## config.mk

```make
export PLATFORM = sky130hd
export DESIGN_NAME = vec_tile_streamer
export DESIGN_NICKNAME = d
export VERILOG_FILES = /design/src/rtl/tinyml_pkg.sv /design/src/rtl/tile_fifo.sv /design/src/rtl/vec_tile_streamer.sv
export SDC_FILE = /design/constraint.sdc
export NUM_CORES = 1
export LEC_CHECK = 0
export CAP_MARGIN = 20
export CELL_PAD_IN_SITES_DETAIL_PLACEMENT = 0
export CELL_PAD_IN_SITES_GLOBAL_PLACEMENT = 2
export CORE_MARGIN = 4
export CORE_UTILIZATION = 42
export CTS_CLUSTER_DIAMETER = 60
export DETAILED_ROUTE_END_ITERATION = 7
export GPL_ROUTABILITY_DRIVEN = 0
export PLACE_DENSITY_LB_ADDON = 0.15
export SYNTH_ARGS = -nofsm -noshare
export SYNTH_HDL_FRONTEND = slang
export SYNTH_SLANG_ARGS = --single-unit
```

## constraint.sdc

```tcl
create_clock -name clk -period 10.8 [get_ports clk]
set_clock_uncertainty 0.15 [all_clocks]
set_input_delay 2.16 -clock clk [delete_from_list [all_inputs] [get_ports clk]]
set_output_delay 2.16 -clock clk [all_outputs]
set_load 0.01 [all_outputs]
```

## src/rtl/tinyml_pkg.sv

```systemverilog
// Shared types for the tinyml execution-unit datapath: element/tile geometry and buffer ids.
package tinyml_pkg;

  localparam int DATA_WIDTH = 8;
  localparam int TILE_ELEMS = 32;

  typedef logic signed [DATA_WIDTH-1:0] [0:TILE_ELEMS-1] tile_t;
  typedef logic [4:0] buf_id_t;

endpackage

```

## src/rtl/tile_fifo.sv

```systemverilog
// Synchronous FIFO of tiles; a push is accepted while full when a pop happens in the same cycle.
module tile_fifo
  import tinyml_pkg::*;
#(
  parameter int DEPTH = 4
) (
  input  logic                       clk,
  input  logic                       rst,
  input  logic                       push,
  input  tile_t                      din,
  input  logic                       pop,
  output tile_t                      dout,
  output logic [$clog2(DEPTH+1)-1:0] count,
  output logic                       full,
  output logic                       empty
);

  localparam int AW = (DEPTH > 1) ? $clog2(DEPTH) : 1;
  localparam int CW = $clog2(DEPTH + 1);

  tile_t          mem [DEPTH];
  logic [AW-1:0]  wr_ptr;
  logic [AW-1:0]  rd_ptr;
  logic           do_push;
  logic           do_pop;

  function automatic logic [AW-1:0] ptr_inc(input logic [AW-1:0] p);
    return (p == AW'(DEPTH - 1)) ? '0 : p + AW'(1);
  endfunction

  assign full    = (count == CW'(DEPTH));
  assign empty   = (count == '0);
  assign do_pop  = pop && !empty;
  assign do_push = push && (!full || do_pop);
  assign dout    = mem[rd_ptr];

  always_ff @(posedge clk) begin
    if (do_push) mem[wr_ptr] <= din;
  end

  always_ff @(posedge clk or posedge rst) begin
    if (rst) begin
      wr_ptr <= '0;
      rd_ptr <= '0;
      count  <= '0;
    end else begin
      if (do_push) wr_ptr <= ptr_inc(wr_ptr);
      if (do_pop)  rd_ptr <= ptr_inc(rd_ptr);
      case ({do_push, do_pop})
        2'b10:   count <= count + CW'(1);
        2'b01:   count <= count - CW'(1);
        default: count <= count;
      endcase
    end
  end

endmodule

```

## src/rtl/vec_tile_streamer.sv

```systemverilog
// Vector read initiator: issues one read per tile under FIFO credit, buffers the fixed-latency
// returns and streams them out with LAST on the final tile of each command.
//
// state  | meaning
// IDLE   | waiting for a command (cmd_ready high once the post-reset flush window ends)
// ISSUE  | issuing rd_en while tiles remain and FIFO credit is available
// DRAIN  | all reads issued; waiting for returns and the last output handshake
// FINISH | one-cycle done pulse, then back to IDLE
module vec_tile_streamer
  import tinyml_pkg::*;
#(
  parameter int READ_LATENCY = 2,
  parameter int FIFO_DEPTH   = 4,
  parameter int CNT_WIDTH    = 16
) (
  input  logic                 clk,
  input  logic                 rst,
  input  logic                 cmd_valid,
  output logic                 cmd_ready,
  input  buf_id_t              cmd_buf_id,
  input  logic [CNT_WIDTH-1:0] cmd_num_tiles,
  output logic                 rd_en,
  output buf_id_t              rd_buf_id,
  input  tile_t                rd_tile,
  input  logic                 rd_valid,
  output logic                 out_valid,
  input  logic                 out_ready,
  output tile_t                out_tile,
  output logic                 out_last,
  output logic                 busy,
  output logic                 done,
  output logic                 protocol_err
);

  typedef enum logic [1:0] {IDLE, ISSUE, DRAIN, FINISH} state_t;

  localparam int CW = $clog2(FIFO_DEPTH + 1);
  localparam int FW = $clog2(READ_LATENCY + 1);

  state_t                state, state_nx;
  logic [CNT_WIDTH-1:0]  num_tiles, issued, delivered;
  logic [CW-1:0]         inflight, fifo_count;
  logic [FW-1:0]         flush_cnt;
  logic                  fifo_full, fifo_empty;
  logic                  accept, ret_ok, pop, last_hs, credit_ok;
  tile_t                 fifo_dout;

  // Returns still in the controller pipe when reset hit arrive with inflight==0; the flush
  // window swallows them silently and holds off new commands so they cannot be misattributed.
  assign cmd_ready = (state == IDLE) && (flush_cnt == '0);
  assign accept    = cmd_valid && cmd_ready;
  assign credit_ok = !fifo_full &&
                     ((CW+1)'(fifo_count) + (CW+1)'(inflight) < (CW+1)'(FIFO_DEPTH));
  assign rd_en     = (state == ISSUE) && (issued < num_tiles) && credit_ok;
  assign ret_ok    = rd_valid && (inflight != '0);
  assign out_valid = !fifo_empty;
  assign pop       = out_valid && out_ready;
  assign out_tile  = out_valid ? fifo_dout : '0;
  assign out_last  = out_valid && (delivered == num_tiles - CNT_WIDTH'(1));
  assign last_hs   = pop && out_last;
  assign busy      = (state != IDLE);
  assign done      = (state == FINISH);

  tile_fifo #(.DEPTH(FIFO_DEPTH)) u_fifo (
    .clk   (clk),
    .rst   (rst),
    .push  (ret_ok),
    .din   (rd_tile),
    .pop   (pop),
    .dout  (fifo_dout),
    .count (fifo_count),
    .full  (fifo_full),
    .empty (fifo_empty)
  );

  always_comb begin
    state_nx = state;
    case (state)
      IDLE:   if (accept) state_nx = (cmd_num_tiles == '0) ? FINISH : ISSUE;
      ISSUE:  if (issued == num_tiles) state_nx = DRAIN;
      DRAIN:  if ((inflight == '0) && (last_hs || ((delivered == num_tiles) && fifo_empty)))
                state_nx = FINISH;
      FINISH: state_nx = IDLE;
      default: state_nx = IDLE;
    endcase
  end

  always_ff @(posedge clk or posedge rst) begin
    if (rst) begin
      state        <= IDLE;
      num_tiles    <= '0;
      rd_buf_id    <= '0;
      issued       <= '0;
      delivered    <= '0;
      inflight     <= '0;
      protocol_err <= 1'b0;
      flush_cnt    <= FW'(READ_LATENCY);
    end else begin
      state <= state_nx;
      if (flush_cnt != '0) flush_cnt <= flush_cnt - FW'(1);
      if (accept) begin
        num_tiles <= cmd_num_tiles;
        rd_buf_id <= cmd_buf_id;
        issued    <= '0;
        delivered <= '0;
      end else begin
        if (rd_en) issued    <= issued + CNT_WIDTH'(1);
        if (pop)   delivered <= delivered + CNT_WIDTH'(1);
      end
      case ({rd_en, ret_ok})
        2'b10:   inflight <= inflight + CW'(1);
        2'b01:   inflight <= inflight - CW'(1);
        default: inflight <= inflight;
      endcase
      if (rd_valid && (inflight == '0) && (flush_cnt == '0)) protocol_err <= 1'b1;
    end
  end

endmodule

```

==> results.yml <==
sta:
  maxSlewHeadroom_pct: 16.3
  fin_hold_ws_ns: 0.333
  worstMarginPinSlew_ns: 1.26
  fin_setup_tns_ns: 0
  rsz0062_at_grt: "false"
  fmax_ghz: 0.157
  period_needed_ns: 6.37
  setup_violations: 0
  slew_violations: 0
  hold_viol: 0
  post-route-period-util_pct: 59.0
routing:
  wirelength_um: 101000
  viasPerCell: 5.19
  drc_errors: 0
  ant_nets: 0
  drt-pass1-iter-count: 5
  drt_iter0_drc: 1376
  via_count: 21600
  routedWlPerCell_um: 24.3
placement:
  port_buffers: 549
  hpwl_um: 61900
synthesis:
  synth_compound_area_share_pct: 1.23
  synth_top_cell_by_area: "edfxtp_1"
  yosysUniqueCellTypes: 60
  synth-simple-area-share_pct: 6.10
  synthTopCellsByArea: "edfxtp_1 (72%), mux4_2 (13%), dfrtp_1 (3.9%), and2_1 (3.8%), ha_1 (0.96%)"
  ys_seq_area_share_pct: 75.7
  synthArstFlopShare_pct: 6.23
  ys_warn_count: 0
  synthMuxAreaShare_pct: 13.6
  synth_top_area_share_pct: 71.7
  synth_edf_count: 1024
  syn_avg_cell_area_um2: 20.1
  synth_top_family_by_area: "multiplexers"
  yosys_most_used_dff: "edfxtp_1"
  synth-adder-area-share_pct: 1.06
  synthesis.area_um2: 42900
  synth_nets: 2447
  syn_inst: 2130
  ys_ff_latch: 1092
  synth_xor_xnor_area_share_pct: 0.992
run:
  drv_cap: 0
clocking:
  post_cts_buffers: 0
  htreeDepth: 3
  postCtsHoldBufs: 0
  cts_made_buffers: 114
  clkLatencyLatePin_ns: 0.68
  cts_tree: "yes"
  clkSinkCount: 1092
  postCtsResizedCells: 0
  cts_root_buf: "clkbuf_16"
  clk_pin_slew_ns: 0.06
  cts_buffer_depth: 3
floorplanning:
  die_h_um: 328
  num_io_pins: 550
  num_rows: 116
  die_width_um: 328
  coreArea_um2: 101000
  initial_core_util_pct: 42.6
  dieArea_um2: 107000
setup_path:
  endpoint_kind: "primary output"
  critical_path_class: "reg2out"
  crit_path_start_kind: "register"
  crit_required_ns: 8.49
  critPathMaxStageDelay_ns: 0.79
  worstPathMaxFanout: 65
  slowest_stage: "buf_4"
  path_delay_family: "buffers and inverters"
  path_cells: "buf_4 -> buf_4 -> mux4_2 -> and2_1 -> clkdlybuf4s50_1"
  path_common_cell: "buf_4"
  critical_path_arrival_ns: 4.06
  crit_buf_inv: 3
layout:
  layout_commonest_cell: "edfxtp_1"
  final_cell_mix: "edfxtp_1 (1,024), clkdlybuf4s50_1 (549), and2_1 (259), mux4_2 (256), clkbuf_16 (116)"
  area_growth_syn_to_layout_pct: 25.1
  num-nets-final: 3029
  drive_gt1_share_pct: 16.3
global_route:
  grt_pass1_vias: 23000
  antenna_found_initial: 18
  grt_pass1_wl_um: 150000
  grt_max_degree: 145
  overflow: 0
  grtUsageTotal_pct: 18.7
worst_hold_path:
  hold_path.class: "reg2reg"
pwr:
  p_per_area_nw_per_um2: 277
  irDropWorstVdd_mv: 0.179
  p_leak_nw: 17.5
run_status:
  outcome: "finished clean"
-- cells by family after synthesis --
group,count (synthesis)
muxes,263
adders and majority gates,35
xor gates and xnor gates,47
buffers and inverters,144
and+or+nand+nor,460
AOI/OAI and AO/OA,89
DFF,1092
-- report_power, final --
part,total [mW],switching (mW),internal (mW)
clock,3.85,1.57,2.27
sequential,5.75,0.236,5.52
combinational,5.23,2.51,2.72
-- cell usage after synthesis, drive strengths merged (4+ instances only) --
cell	number
clkbuf	60
or3	14
ha	33
o21a	4
mux4	256
a21o	4
nand3	17
nand2	72
nor3	7
and2	264
nor4	13
or2	5
nand4	19
nor2	35
inv	38
xnor2	30
xor2	16
mux2i	7
a21oi	24
o21ai	39
edfxtp	1024
dfrtp	67
buf	46
-- final timing paths --
kind	cells after the start	slack [ns]	to	startpoint
worst max register to register	6	7.06	u_fifo.mem[2][197]	inflight[0]
worst max-delay path	5	4.43	out_tile[7]	u_fifo.rd_ptr[1]
max in group asynchronous	3	7.83	u_fifo.rd_ptr[0]	rst
worst min-delay path	2	0.33	rd_buf_id[0]	rd_buf_id[0]
worst min register to register	2	0.33	rd_buf_id[0]	rd_buf_id[0]
min in group asynchronous	3	1.89	protocol_err	rst
-- per-layer routing --
layer | GRT usage (%) | up-vias | part of all wire [%]
met5 | 0 | - | 0.090
met4 | 4.40 | 12 | 1.9
li1 | - | 9673 | -
met1 | 23.4 | 11300 | 39
met2 | 31.9 | 552 | 51
met3 | 5.89 | 150 | 7.3
-- worst register-to-register path: cells and delay by family, from the launching register on --
kind / cells / cell delay (ns)
buffers and inverters: 2 / 1.46
AO/OA/AOI/OAI: 1 / 0.37
flip-flops: 1 / 0.41
AND/OR/NAND/NOR: 3 / 0.92
-- sequential cells by signal, indices dropped and copies added, names as in the netlist, 3 cells and up --
register,flops
num_tiles,16
u_fifo.mem,1024
delivered,16
inflight,3
rd_buf_id,5
issued,16
u_fifo.count,3
-- layout make-up --
class	instances	area, um2
tap	1357	1700
clock inverter	63	691
timing repair buffer	572	5740
inverter	38	143
clock buffer	141	3000
fill	8092	47100
sequential	1092	32500
antenna	13	32.5
multi-input combinational	894	9870
-- per-stage QoR --
stage               setup slack, ns  power [mW]  util [%]  instances  instance area (um2)
floorplan                      1.57        8.73         -       2130                42900
global placement               4.91        11.2      49.6       3953                49900
detailed placement             4.92        11.2      49.6       3953                49900
CTS                            4.29        15.1      53.2       4157                53600
global route                   4.13        15.6      53.2       4161                53600
finish                         4.43        14.8      53.3       4170                53600
(Power assumes the default switching activity.)
